==> config.mk <==
export PLATFORM = sky130hd
export DESIGN_NAME = core_mem_requester
export DESIGN_NICKNAME = d
export VERILOG_FILES = /design/src/rtl/core_mem_requester_pkg.sv /design/src/rtl/core_mem_requester_req_fifo.sv /design/src/rtl/core_mem_requester.sv
export SDC_FILE = /design/constraint.sdc
export NUM_CORES = 1
export LEC_CHECK = 0
export BUFFER_PORTS_ARGS = -buffer_cell sky130_fd_sc_hd__buf_2
export CAP_MARGIN = 20
export CORE_MARGIN = 5
export CORE_UTILIZATION = 56
export DETAILED_ROUTE_END_ITERATION = 12
export GPL_TIMING_DRIVEN = 0
export PLACE_DENSITY = 0.91
export SLEW_MARGIN = 15
export SYNTH_ARGS = -nofsm -noshare
export SYNTH_HDL_FRONTEND = slang
export SYNTH_SLANG_ARGS = --single-unit
==> constraint.sdc <==
create_clock -name clk -period 9.7 [get_ports clk]
set_clock_uncertainty 0.2 [all_clocks]
set_input_delay 0.485 -clock clk [delete_from_list [all_inputs] [get_ports clk]]
set_output_delay 0.485 -clock clk [all_outputs]
set_load 0.1 [all_outputs]
==> src/rtl/core_mem_requester_pkg.sv <==
// Shared definitions for the core memory requester: FSM encoding and the
// layout of a buffered command record {write, address, wdata}.
package core_mem_requester_pkg;

    typedef enum logic {
        ST_IDLE = 1'b0,
        ST_WAIT = 1'b1
    } state_t;

    // Command record layout, LSB first: wdata, then address, then the write flag.
    function automatic int cmd_wdata_ofs(input int width);
        cmd_wdata_ofs = 0;
    endfunction

    function automatic int cmd_addr_ofs(input int width);
        cmd_addr_ofs = width;
    endfunction

    function automatic int cmd_write_ofs(input int width);
        cmd_write_ofs = 2 * width;
    endfunction

    function automatic int cmd_bits(input int width);
        cmd_bits = 2 * width + 1;
    endfunction

endpackage

==> src/rtl/core_mem_requester_req_fifo.sv <==
// Small synchronous command FIFO with show-ahead head output and full/empty flags.
// Pointers carry one extra wrap bit so full and empty are distinguishable.
module req_fifo #(
    parameter int WIDTH = 65,
    parameter int DEPTH = 2
) (
    input  logic             clk,
    input  logic             reset,
    input  logic             i_push,
    input  logic [WIDTH-1:0] i_wdata,
    input  logic             i_pop,
    output logic [WIDTH-1:0] o_rdata,
    output logic             o_full,
    output logic             o_empty
);

    localparam int AW = $clog2(DEPTH);

    logic [WIDTH-1:0] r_mem [DEPTH];
    logic [AW:0]      r_wr_ptr;
    logic [AW:0]      r_rd_ptr;
    logic             w_push_ok;
    logic             w_pop_ok;

    assign o_empty   = (r_wr_ptr == r_rd_ptr);
    assign o_full    = (r_wr_ptr[AW] != r_rd_ptr[AW]) &&
                       (r_wr_ptr[AW-1:0] == r_rd_ptr[AW-1:0]);
    assign w_push_ok = i_push && !o_full;
    assign w_pop_ok  = i_pop && !o_empty;
    assign o_rdata   = r_mem[r_rd_ptr[AW-1:0]];

    always_ff @(posedge clk) begin
        if (w_push_ok) begin
            r_mem[r_wr_ptr[AW-1:0]] <= i_wdata;
        end
    end

    always_ff @(posedge clk) begin
        if (reset) begin
            r_wr_ptr <= '0;
            r_rd_ptr <= '0;
        end else begin
            if (w_push_ok) begin
                r_wr_ptr <= r_wr_ptr + 1'b1;
            end
            if (w_pop_ok) begin
                r_rd_ptr <= r_rd_ptr + 1'b1;
            end
        end
    end

endmodule

==> src/rtl/core_mem_requester.sv <==
// Buffers core memory commands and issues them one at a time to the arbiter,
// returning a single-cycle completion (data, store flag, or timeout error).
module core_mem_requester
    import core_mem_requester_pkg::*;
#(
    parameter int WIDTH          = 32,
    parameter int FIFO_DEPTH     = 2,
    parameter int TIMEOUT_CYCLES = 64
) (
    input  logic             clk,
    input  logic             reset,
    input  logic             cmd_valid,
    output logic             cmd_ready,
    input  logic             cmd_write,
    input  logic [WIDTH-1:0] cmd_address,
    input  logic [WIDTH-1:0] cmd_wdata,
    output logic             rsp_valid,
    output logic [WIDTH-1:0] rsp_data,
    output logic             rsp_write,
    output logic             rsp_error,
    output logic             request,
    input  logic             response,
    output logic [WIDTH-1:0] address,
    output logic [WIDTH-1:0] data_out,
    input  logic [WIDTH-1:0] data_in,
    output logic             wren
);

    localparam int CMD_W     = cmd_bits(WIDTH);
    localparam int WDATA_OFS = cmd_wdata_ofs(WIDTH);
    localparam int ADDR_OFS  = cmd_addr_ofs(WIDTH);
    localparam int WRITE_OFS = cmd_write_ofs(WIDTH);
    localparam int CNT_W     = $clog2(TIMEOUT_CYCLES) + 1;
    localparam logic [CNT_W-1:0] CNT_LAST = CNT_W'(TIMEOUT_CYCLES - 1);

    logic             w_push;
    logic             w_pop;
    logic             w_full;
    logic             w_empty;
    logic [CMD_W-1:0] w_cmd_in;
    logic [CMD_W-1:0] w_cmd_head;

    state_t           r_state,    w_state_next;
    logic [CNT_W-1:0] r_count,    w_count_next;
    logic             r_request,  w_request_next;
    logic             r_wren,     w_wren_next;
    logic [WIDTH-1:0] r_address,  w_address_next;
    logic [WIDTH-1:0] r_data_out, w_data_out_next;
    logic             r_rsp_valid, w_rsp_valid_next;
    logic [WIDTH-1:0] r_rsp_data,  w_rsp_data_next;
    logic             r_rsp_write, w_rsp_write_next;
    logic             r_rsp_error, w_rsp_error_next;

    assign w_cmd_in  = {cmd_write, cmd_address, cmd_wdata};
    assign w_push    = cmd_valid && !w_full;
    assign cmd_ready = !w_full;

    req_fifo #(
        .WIDTH (CMD_W),
        .DEPTH (FIFO_DEPTH)
    ) u_req_fifo (
        .clk     (clk),
        .reset   (reset),
        .i_push  (w_push),
        .i_wdata (w_cmd_in),
        .i_pop   (w_pop),
        .o_rdata (w_cmd_head),
        .o_full  (w_full),
        .o_empty (w_empty)
    );

    always_comb begin
        w_state_next     = r_state;
        w_count_next     = r_count;
        w_request_next   = r_request;
        w_wren_next      = r_wren;
        w_address_next   = r_address;
        w_data_out_next  = r_data_out;
        w_rsp_valid_next = 1'b0;
        w_rsp_data_next  = r_rsp_data;
        w_rsp_write_next = r_rsp_write;
        w_rsp_error_next = 1'b0;
        w_pop            = 1'b0;
        case (r_state)
            ST_IDLE: begin
                // A response arriving here is stray and deliberately ignored.
                if (!w_empty) begin
                    w_pop           = 1'b1;
                    w_address_next  = w_cmd_head[ADDR_OFS +: WIDTH];
                    w_data_out_next = w_cmd_head[WDATA_OFS +: WIDTH];
                    w_wren_next     = w_cmd_head[WRITE_OFS];
                    w_request_next  = 1'b1;
                    w_count_next    = '0;
                    w_state_next    = ST_WAIT;
                end
            end
            ST_WAIT: begin
                // Response is checked first so it wins over a same-cycle timeout.
                if (response) begin
                    w_request_next   = 1'b0;
                    w_wren_next      = 1'b0;
                    w_rsp_valid_next = 1'b1;
                    w_rsp_data_next  = data_in;
                    w_rsp_write_next = r_wren;
                    w_state_next     = ST_IDLE;
                end else if (r_count == CNT_LAST) begin
                    w_request_next   = 1'b0;
                    w_wren_next      = 1'b0;
                    w_rsp_valid_next = 1'b1;
                    w_rsp_error_next = 1'b1;
                    w_rsp_data_next  = '0;
                    w_rsp_write_next = r_wren;
                    w_state_next     = ST_IDLE;
                end else begin
                    w_count_next = r_count + 1'b1;
                end
            end
            default: begin
                w_state_next = ST_IDLE;
            end
        endcase
    end

    always_ff @(posedge clk) begin
        if (reset) begin
            r_state     <= ST_IDLE;
            r_count     <= '0;
            r_request   <= 1'b0;
            r_wren      <= 1'b0;
            r_address   <= '0;
            r_data_out  <= '0;
            r_rsp_valid <= 1'b0;
            r_rsp_data  <= '0;
            r_rsp_write <= 1'b0;
            r_rsp_error <= 1'b0;
        end else begin
            r_state     <= w_state_next;
            r_count     <= w_count_next;
            r_request   <= w_request_next;
            r_wren      <= w_wren_next;
            r_address   <= w_address_next;
            r_data_out  <= w_data_out_next;
            r_rsp_valid <= w_rsp_valid_next;
            r_rsp_data  <= w_rsp_data_next;
            r_rsp_write <= w_rsp_write_next;
            r_rsp_error <= w_rsp_error_next;
        end
    end

    assign request   = r_request;
    assign wren      = r_wren;
    assign address   = r_address;
    assign data_out  = r_data_out;
    assign rsp_valid = r_rsp_valid;
    assign rsp_data  = r_rsp_data;
    assign rsp_write = r_rsp_write;
    assign rsp_error = r_rsp_error;

endmodule

==> flow_summary.toml <==
[outcome]
run_status = "finished, final reports clean"

[sta]
slew_headroom = 0.505
period_share = 0.243
hold_viol = 0
finalSetupViolCount = 0
clock.fmax_mhz = 425
tightestPinTransition_ps = 742
hold_ws_ps = 18.3
period_minus_slack_ps = 2350
fin_ws_ps = 7350
finalSetupTns_ps = 0
drv_slew = 0
grt_setup_unrepaired = "no"

[route]
wl_met3_um = 1390
viasPerCell = 5.40
finalWirelength_um = 21600
highest_layer = "met4"
first_iter_violations = 281
dr_total_vias = 5992
wl_met2_um = 11300
drc = 0
first_pass_iters = 4
ant_nets = 0
met1_length_um = 8350
wire_per_inst_um = 19.5

[setup_path]
crit_fanout = 5
worstPathCellList = "clkbuf_2 > xnor2_1 > nand2_1 > buf_2"
critPathArrivalTime_ps = 1670
crit_path_start_kind = "flop"
required_ps = 9020
worst_setup_path_end_kind = "primary output"
rr_worst_depth = 4
critPathKind = "reg -> out"
crit_slowest_cell = "xnor2_1"
slowest_delay_ps = 300
r2r_slack_ps = 7540

[placed_design]
post-place-cells = 973
dpl-instance-area_sq_mm = 0.00986
pre_cts_ws_ps = 7210
place_congestion = 0.766
hpwl_um = 12800
io_buffer_count = 201

[yosys]
yosysWarnings = 0
syn-instance-count = 581
ys_types = 38
syn_nets = 683
yosysSeqAreaShare = 0.725
synth_area_per_cell_sq_um = 14.7
syn_area_sq_mm = 0.00854
ys_ff_latch = 244

[layout]
final_common_cell = "buf_2"
drive_above_1_share = 0.307
syn_to_final_growth_pct = 35.3
final_cells = 1109
stdcell_area_sq_mm = 0.0116
mostFrequentLayoutCells = "222 x buf_2, 130 x edfxtp_1, 114 x dfxtp_1, 91 x dlygate4sd3_1, 68 x nor2_1"
nets = 1004

[power]
power.leakage_nw = 4.67
vdd_drop_max_mv = 0.243
p_per_area_mw_per_mm2 = 356

[floorplanning]
fp-row-count = 45
die-area_sq_mm = 0.0178
io_pins = 203
dieHeight_um = 133
start_util = 0.566
die_w_um = 133
core_area_sq_mm = 0.0151

[global_routing]
grt.total_usage = 0.238
grt_first_pass_wirelength_um = 33900
antenna_found_initial = 1
grt_overflow = 0
grt_pass1_vias = 6353
grt_start_max_net_pins = 62

[clocking]
insertion_delay_ps = 510
clkSinkCount = 244
postCtsSetupBuffers = 0
cts_root_buf = "clkbuf_16"
cts_max_path_buffers = 3
clk_pin_slew_ps = 60
cts_tree = "done"
cts_buffers = 24
cts.htree.levels = 1

[hold_path]
hold_depth = 2
hold_path_class = "in -> reg"

[job]
cap_violations = 0
==> power by group <==
| part | internal [mW] | switching [mW] | total [mW] | leakage [nW] |
|---|---|---|---|---|
| sequential | 1.32 | 0.101 | 1.42 | 2.15 |
| combinational | 0.393 | 1.39 | 1.78 | 2.14 |
| clock | 0.535 | 0.375 | 0.910 | 0.382 |
| total | 2.25 | 1.86 | 4.11 | 4.67 |
==> synthesized netlist by cell type, drive strengths merged <==
library cell	count	area (sq um)
or4	1	7.51
nand2b	2	12.5
xnor2	3	26.3
ha	1	12.5
a311oi	2	17.5
nand3	7	40.0
or3	2	12.5
o31ai	2	33.8
mux2	1	11.3
clkbuf	15	57.6
inv	4	15.0
o21ai	5	25.0
a41o	1	10.0
o21a	1	7.51
nor2	69	259
o31a	1	8.76
xor2	4	35.0
nor3	2	10.0
dfxtp	114	2280
a31oi	2	12.5
a21oi	10	57.6
a22o	32	280
nor2b	1	6.26
a21o	1	7.51
a211oi	64	531
and3	5	31.3
mux2i	64	641
nand2	9	33.8
buf	24	135
o211ai	2	15.0
edfxtp	130	3900
==> through the flow <==
step,power [mW],utilization
6_report,4.11,0.766
5_1_grt,4.28,0.766
4_1_cts,4.09,0.765
3_5_place_dp,3.17,0.653
3_3_place_gp,3.12,0.648
2_1_floorplan,2.82,-
==> sequential cells by signal, indices dropped and copies added (netlist names), 2 cells and up, named ones only <==
register / flops
u_req_fifo.r_rd_ptr: 2
address: 32
r_count: 7
u_req_fifo.r_wr_ptr: 2
u_req_fifo.r_mem: 130
rsp_data: 32
data_out: 32
==> path summary, 6_finish.rpt <==
kind	from	end
worst min-delay path	data_in[28]	rsp_data[28]
worst max-delay path	u_req_fifo.r_wr_ptr[0]	cmd_ready
worst max register to register	u_req_fifo.r_wr_ptr[1]	u_req_fifo.r_mem[0][55]
worst min register to register	rsp_data[24]	rsp_data[24]
==> repair_timing <==
item | in CTS | in global routing
hold buffers | 90 | 1
resized for setup | 0 | 0
endpoints found under the hold margin | 155 | 1
==> critical path: cells and delay by family, from the launching register on <==
| family | cells | cell delay [ps] |
|---|---|---|
| simple gates | 1 | 100 |
| flops | 1 | 290 |
| xor+xnor | 1 | 300 |
| buf+inv | 2 | 460 |
==> kinds of logic (layout without fill, tap and decap cells) <==
| kind of cell | count (synthesis) | in the layout | share of synthesized area |
|---|---|---|---|
| xor+xnor | 7 | 7 | 0.00718 |
| fa+ha+maj | 1 | 1 | 0.00147 |
| buf+inv | 43 | 382 | 0.0243 |
| other cells | 0 | 1 | 0 |
| mux | 65 | 65 | 0.0763 |
| flops | 244 | 244 | 0.725 |
| simple gates | 98 | 98 | 0.0484 |
| compound gates | 123 | 123 | 0.118 |
==> layout make-up <==
class | instances | area (sq um)
Timing Repair Buffer | 295 | 1980
Inverter | 4 | 17.5
Tap cell | 188 | 235
Antenna cell | 1 | 2.50
Clock buffer | 37 | 712
Sequential cell | 244 | 6190
Multi-Input combinational cell | 294 | 2150
Fill cell | 866 | 3530
Clock inverter | 7 | 73.8
Buffer | 39 | 193
==> per-layer routing <==
metal / GRT usage / vias to the layer above
met5: 0 / -
met4: 0.0749 / 0
met2: 0.440 / 250
met3: 0.0472 / 39
met1: 0.279 / 2867
li1: - / 2836
No activity file was read; power rests on OpenSTA's default activity.
